[config.mk]
export PLATFORM = sky130hd
export DESIGN_NAME = alu_divider_flat
export DESIGN_NICKNAME = d
export VERILOG_FILES = /design/src/rtl/alu_divider_if.sv /design/src/rtl/alu_divider.sv /design/src/flat_wrapper.sv
export SDC_FILE = /design/constraint.sdc
export NUM_CORES = 1
export LEC_CHECK = 0
export CAP_MARGIN = 20
export CORE_UTILIZATION = 49
export CTS_BUF_LIST = sky130_fd_sc_hd__clkbuf_8
export CTS_CLUSTER_DIAMETER = 30
export DETAILED_ROUTE_END_ITERATION = 6
export PLACE_DENSITY = 0.84
export SETUP_SLACK_MARGIN = 0.15
export SKIP_CTS_REPAIR_TIMING = 1
export SLEW_MARGIN = 5
export SYNTH_ARGS = -nofsm -noshare
export SYNTH_HDL_FRONTEND = slang
export SYNTH_SLANG_ARGS = --single-unit
[constraint.sdc]
create_clock -name clk -period 1.9 [get_ports clk]
set_input_delay 0.57 -clock clk [delete_from_list [all_inputs] [get_ports clk]]
set_output_delay 0.57 -clock clk [all_outputs]
set_load 0.01 [all_outputs]
[src/rtl/alu_divider_if.sv]
// alu_divider_if: start/busy/done handshake and operand/result buses for the divider.
interface alu_divider_if #(parameter int N = 5, parameter int D = 3);
   logic         start;
   logic [N-1:0] X;
   logic [D-1:0] Y;
   logic         busy;
   logic         done;
   logic [N-1:0] Q;
   logic [D-1:0] R;
   logic         dz;
   modport master (output start, X, Y, input busy, done, Q, R, dz);
   modport slave  (input start, X, Y, output busy, done, Q, R, dz);
endinterface

[src/rtl/alu_divider.sv]
// alu_divider: restoring divider, one quotient bit per clock, with divide-by-zero shortcut.
module alu_divider #(parameter int N = 5, parameter int D = 3) (
   input  logic          clk,
   input  logic          rst_n,
   alu_divider_if.slave  bus
);
   localparam int CW = $clog2(N);
   typedef enum logic [1:0] {IDLE, CALC, DONE} state_t;
   state_t        state, state_nx;
   logic [N-1:0]  dvd, quo, quo_nx;
   logic [D-1:0]  dsr, rem, rem_nx;
   logic [CW-1:0] cnt;
   logic [D:0]    t, diff;
   logic          ge, last;
   assign bus.busy = state != IDLE;
   assign bus.done = state == DONE;
   // t needs D+1 bits: the partial remainder plus the next dividend bit can reach 2*dsr-1
   always_comb begin
      t        = {rem, dvd[N-1]};
      diff     = t - {1'b0, dsr};
      ge       = t >= {1'b0, dsr};
      rem_nx   = ge ? diff[D-1:0] : t[D-1:0];
      quo_nx   = {quo[N-2:0], ge};
      last     = cnt == CW'(N - 1);
      state_nx = state == IDLE ? (bus.start ? (bus.Y == '0 ? DONE : CALC) : IDLE) :
                 state == CALC ? (last ? DONE : CALC) : IDLE;
   end
   always_ff @(posedge clk or negedge rst_n) begin
      if (!rst_n) begin
         state <= IDLE;
      end else begin
         state <= state_nx;
      end
   end
   always_ff @(posedge clk or negedge rst_n) begin
      if (!rst_n) begin
         dvd   <= '0;
         dsr   <= '0;
         rem   <= '0;
         quo   <= '0;
         cnt   <= '0;
         bus.Q <= '0;
         bus.R <= '0;
         bus.dz <= 1'b0;
      end else if (state == IDLE && bus.start) begin
         if (bus.Y != '0) begin
            dvd <= bus.X;
            dsr <= bus.Y;
            rem <= '0;
            quo <= '0;
            cnt <= '0;
         end else begin
            bus.Q  <= '1;
            bus.R  <= '0;
            bus.dz <= 1'b1;
         end
      end else if (state == CALC) begin
         dvd <= dvd << 1;
         rem <= rem_nx;
         quo <= quo_nx;
         cnt <= cnt + 1'b1;
         if (last) begin
            bus.Q  <= quo_nx;
            bus.R  <= rem_nx;
            bus.dz <= 1'b0;
         end
      end
   end
endmodule

[src/flat_wrapper.sv]
// flat-port wrapper written by rule: the top's interface ports become plain ports
module alu_divider_flat 
#(parameter int N = 5, parameter int D = 3)
  (clk, rst_n, bus_start, bus_X, bus_Y, bus_busy, bus_done, bus_Q, bus_R, bus_dz);
  alu_divider_if #(.N(N), .D(D)) bus_i ();
  input  logic clk;
  input  logic rst_n;
  input wire logic [$bits(bus_i.start)-1:0] bus_start;
  input wire logic [$bits(bus_i.X)-1:0] bus_X;
  input wire logic [$bits(bus_i.Y)-1:0] bus_Y;
  output wire logic [$bits(bus_i.busy)-1:0] bus_busy;
  output wire logic [$bits(bus_i.done)-1:0] bus_done;
  output wire logic [$bits(bus_i.Q)-1:0] bus_Q;
  output wire logic [$bits(bus_i.R)-1:0] bus_R;
  output wire logic [$bits(bus_i.dz)-1:0] bus_dz;
  assign bus_i.start = bus_start;
  assign bus_i.X = bus_X;
  assign bus_i.Y = bus_Y;
  assign bus_busy = bus_i.busy;
  assign bus_done = bus_i.done;
  assign bus_Q = bus_i.Q;
  assign bus_R = bus_i.R;
  assign bus_dz = bus_i.dz;
  alu_divider #(.N(N), .D(D)) u_core (.clk(clk), .rst_n(rst_n), .bus(bus_i));
endmodule
==> impl_results.md <==
- Layout cells sized above 1: 0.2400
- IO Count: 22
- Die height: 55 um
- Ranking of synthesized cells by area: dfrtp_1 53%, nand2_1 6.5%, mux2i_1 5.8%
- DRC viols: 0
- Final Hold Viols: 0
- Via count: 1082
- Switching portion of total power: 0.3563
- Final WS setup: -0.09348 ns
- Area Overhead vs Synth: 39.00%
- Non-filler cells in the finished layout: 205
- # Max-Cap Violations: 0
- Area share of fa/ha/maj cells after synthesis: 0.06000
- Starting density of the core: 0.5361
- Number of synthesized flops with an enable pin: 0
- Port buffer count: 21
- Max Buffers Root-to-Sink: 2
- RSZ-0062 raised after global routing: yes
- R2R Setup Slk: -0.09 ns
- Count leader, synth: dfrtp_1
- DRT Wirelength: 2.766 mm
- Sequential Power Share: 0.336
- Required time of the worst setup path: 2.07 ns
- Clk_skew: 0.005730 ns
- HPWL after DPL: 1.945 mm
- Post-synthesis xor/xnor area fraction: 0.01273
- Avg WL per Cell: 13.49 um
- Antenna violations before repair: 0
- Syn Area/Cell: 10.59 um^2
- Power per Cell Area: 1722 mW/mm^2
- Mapped Cells: 130
- Failing checks: negative setup slack
- Slew @ Worst Pin: 0.5863 ns
- TritonCTS clock tree: yes
- Syn Nets: 147
- Synth top area share: 0.5273
- P_int: 2120 uW
- Setup Viol. Count Final: 3
- Most used DFF post-synth: dfrtp_1
- Clock buffer count from CTS: 5
- Worst-path clk slew: 0.06 ns
- Met2 usage: 0.3675
- Logic gate share of total power: 0.520
- Total power: 3294 uW
- Crit Path Class: register to register
- H-tree depth: 2
- Total global-route track usage: 0.2254
- Hold Crit Depth: 2
- Static Leak: 0.001019 uW
- Startpoint types: register
- Slew HR: 0.6062
- Nets: 191
- Clock power frac: 0.145
- Cell Area, Synth: 0.001376 mm^2
- DRT antenna net count: 0
- Vias in the first global route: 1073
- DIE AREA: 0.003025 mm^2
- GR Util met1: 0.2439
- Ant diodes: 0
- Min Tclk post-route: 1.993 ns
- Worst Setup End Kind: register
- Post-Synth Simple-Gate Area: 0.1582
- GR Overflow Total: 0
- RR Startpoint: u_core.dvd[4]$_DFFE_PN0P_
- Yosys top cell by area: dfrtp_1
- Sequential area share after synthesis: 0.5273
- Pins Over Slew Limit: 0
- Iter 0 DRT Violations: 19
- Largest net degree at the start of global routing: 30
- Met3 Track Usage GR: 0.06284
- Hold path endpoint: u_core.bus.dz$_DFFE_PN0P_
- Synth Register Bits: 29
- Post-synth ARST share: 1.000
- Worst Path Arrival: 2.16 ns
- Reg2reg end: u_core.bus.R[2]$_DFFE_PN0P_
- Root buffer cell: clkbuf_8
- DRT Pass-1 Iters: 4
- HP Start: u_core.bus.dz$_DFFE_PN0P_
- Main combinational cell family by area after synthesis: simple AND/OR/NAND/NOR gates
- Grt peak-use layer: met2
- Horiz. Die Dim: 55 um
- Min-Delay Path Class: register to register
- DP Worst Slack: -0.2055 ns
- Post-Place Cells: 195
- # rows: 18
- Clock sinks: 29
- Core ar.: 0.002567 mm^2
- Worst-Skew Late Latency: 0.28 ns
- Compound-Gate Fraction of Synth Area: 0.1164
- Peak supply drop: 1249 uV
- Reg2reg path depth: 7
- Final Cycle Share: 1.049
- Yosys cell types: 27
- Status: finished, violations left
- Psw: 1174 uW
- Vias per inst: 5.278
- Yosys synthesis warning count: 0
- Synth cell count leaders: 29 x dfrtp_1, 24 x nand2_1, 9 x inv_1, 8 x mux2i_1, 8 x nor2_1
- Mux share of post-synthesis cell area: 0.09091
- Critical Path Fanout Max: 2
- Max Freq: 0.5016 GHz
- Gpl congestion: 0.8536
- First-pass GRT wire length: 4.485 mm
[flip-flops by register name (all words and copies together), names as in the netlist]
name,flops
u_core.quo,4
u_core.bus.dz,1
u_core.dsr,3
u_core.bus.R,3
u_core.bus.Q,5
u_core.cnt,3
u_core.state,2
u_core.dvd,5
u_core.rem,3
[placed cells by master (no fill, tap or decap), types with 6 or more instances in the layout]
| cell type | Yosys | layout |
|---|---|---|
| a22o_1 | 6 | 6 |
| buf_4 | 0 | 16 |
| clkdlybuf4s50_1 | 0 | 9 |
| dfrtp_1 | 29 | 28 |
| dlymetal6s2s_1 | 0 | 11 |
| inv_1 | 9 | 9 |
| mux2i_1 | 8 | 8 |
| nand2_1 | 24 | 23 |
| nand3_1 | 6 | 6 |
| nor2_1 | 8 | 7 |
[metrics by stage]
step                  util  setup TNS, ns  hold WS, ns  cell area, um^2
floorplan                -        -0.1705       0.2744             1379
global placement    0.6827         -1.983       0.4617             1753
detailed placement  0.6827         -2.751       0.4740             1753
CTS                 0.7149        -0.4972       0.4873             1836
global route        0.7451        -0.6223       0.5083             1913
finish              0.7451        -0.1980       0.4789             1913
[worst max-delay path, stage by stage, from the launching register on]
cell and delay (ns):
dfrtp_1 0.39, inv_2 0.08, ha_4 0.13, fa_2 0.19, a21bo_1 0.21, a211o_4 0.33
mux2_4 0.30, mux2_4 0.25
[layout make-up]
type	instances	area, um^2
multi-input combinational	89	636.9
clock inverter	3	13.76
tap	30	37.54
clock buffer	5	68.82
timing repair buffer	40	395.4
fill	187	654.4
sequential	29	726.9
inverter	9	33.78
[how the worst max path moves through the flow]
stage                               from                           to  slack (ns)  cells past startpoint
2_1_floorplan  u_core.dvd[4]$_DFFE_PN0P_  u_core.bus.R[2]$_DFFE_PN0P_       -0.09                      7
3_3_place_gp                   bus_start  u_core.bus.R[2]$_DFFE_PN0P_       -0.18                      5
3_5_place_dp                   bus_start    u_core.rem[2]$_DFFE_PN0P_       -0.21                      5
4_1_cts        u_core.state[0]$_DFF_PN0_                     bus_busy       -0.17                      2
5_1_grt        u_core.dvd[4]$_DFFE_PN0P_    u_core.rem[2]$_DFFE_PN0P_       -0.16                      7
6_report       u_core.dvd[4]$_DFFE_PN0P_  u_core.bus.R[2]$_DFFE_PN0P_       -0.09                      7
[per-layer routing]
layer,wire length (um),vias up
met2,1326,32
met5,0,-
met4,62,0
li1,-,526
met1,1210,519
met3,166,5
[power groups by stage]
stage	logic, uW	registers (uW)	clock network [uW]
global placement	1590	1090	0
detailed placement	1660	1100	0
global route	1900	1140	522
finish	1710	1110	477
floorplan	992	1110	0
CTS	1680	1100	496
[kinds of logic after synthesis]
kind of cell             after synthesis
AO/OA/AOI/OAI                         22
XOR/XNOR                               2
adder cells (fa/ha/maj)                6
buffers and inverters                 12
flip-flops                            29
multiplexers                          11
AND/OR/NAND/NOR                       48
Power figures use the tool's default switching activity.
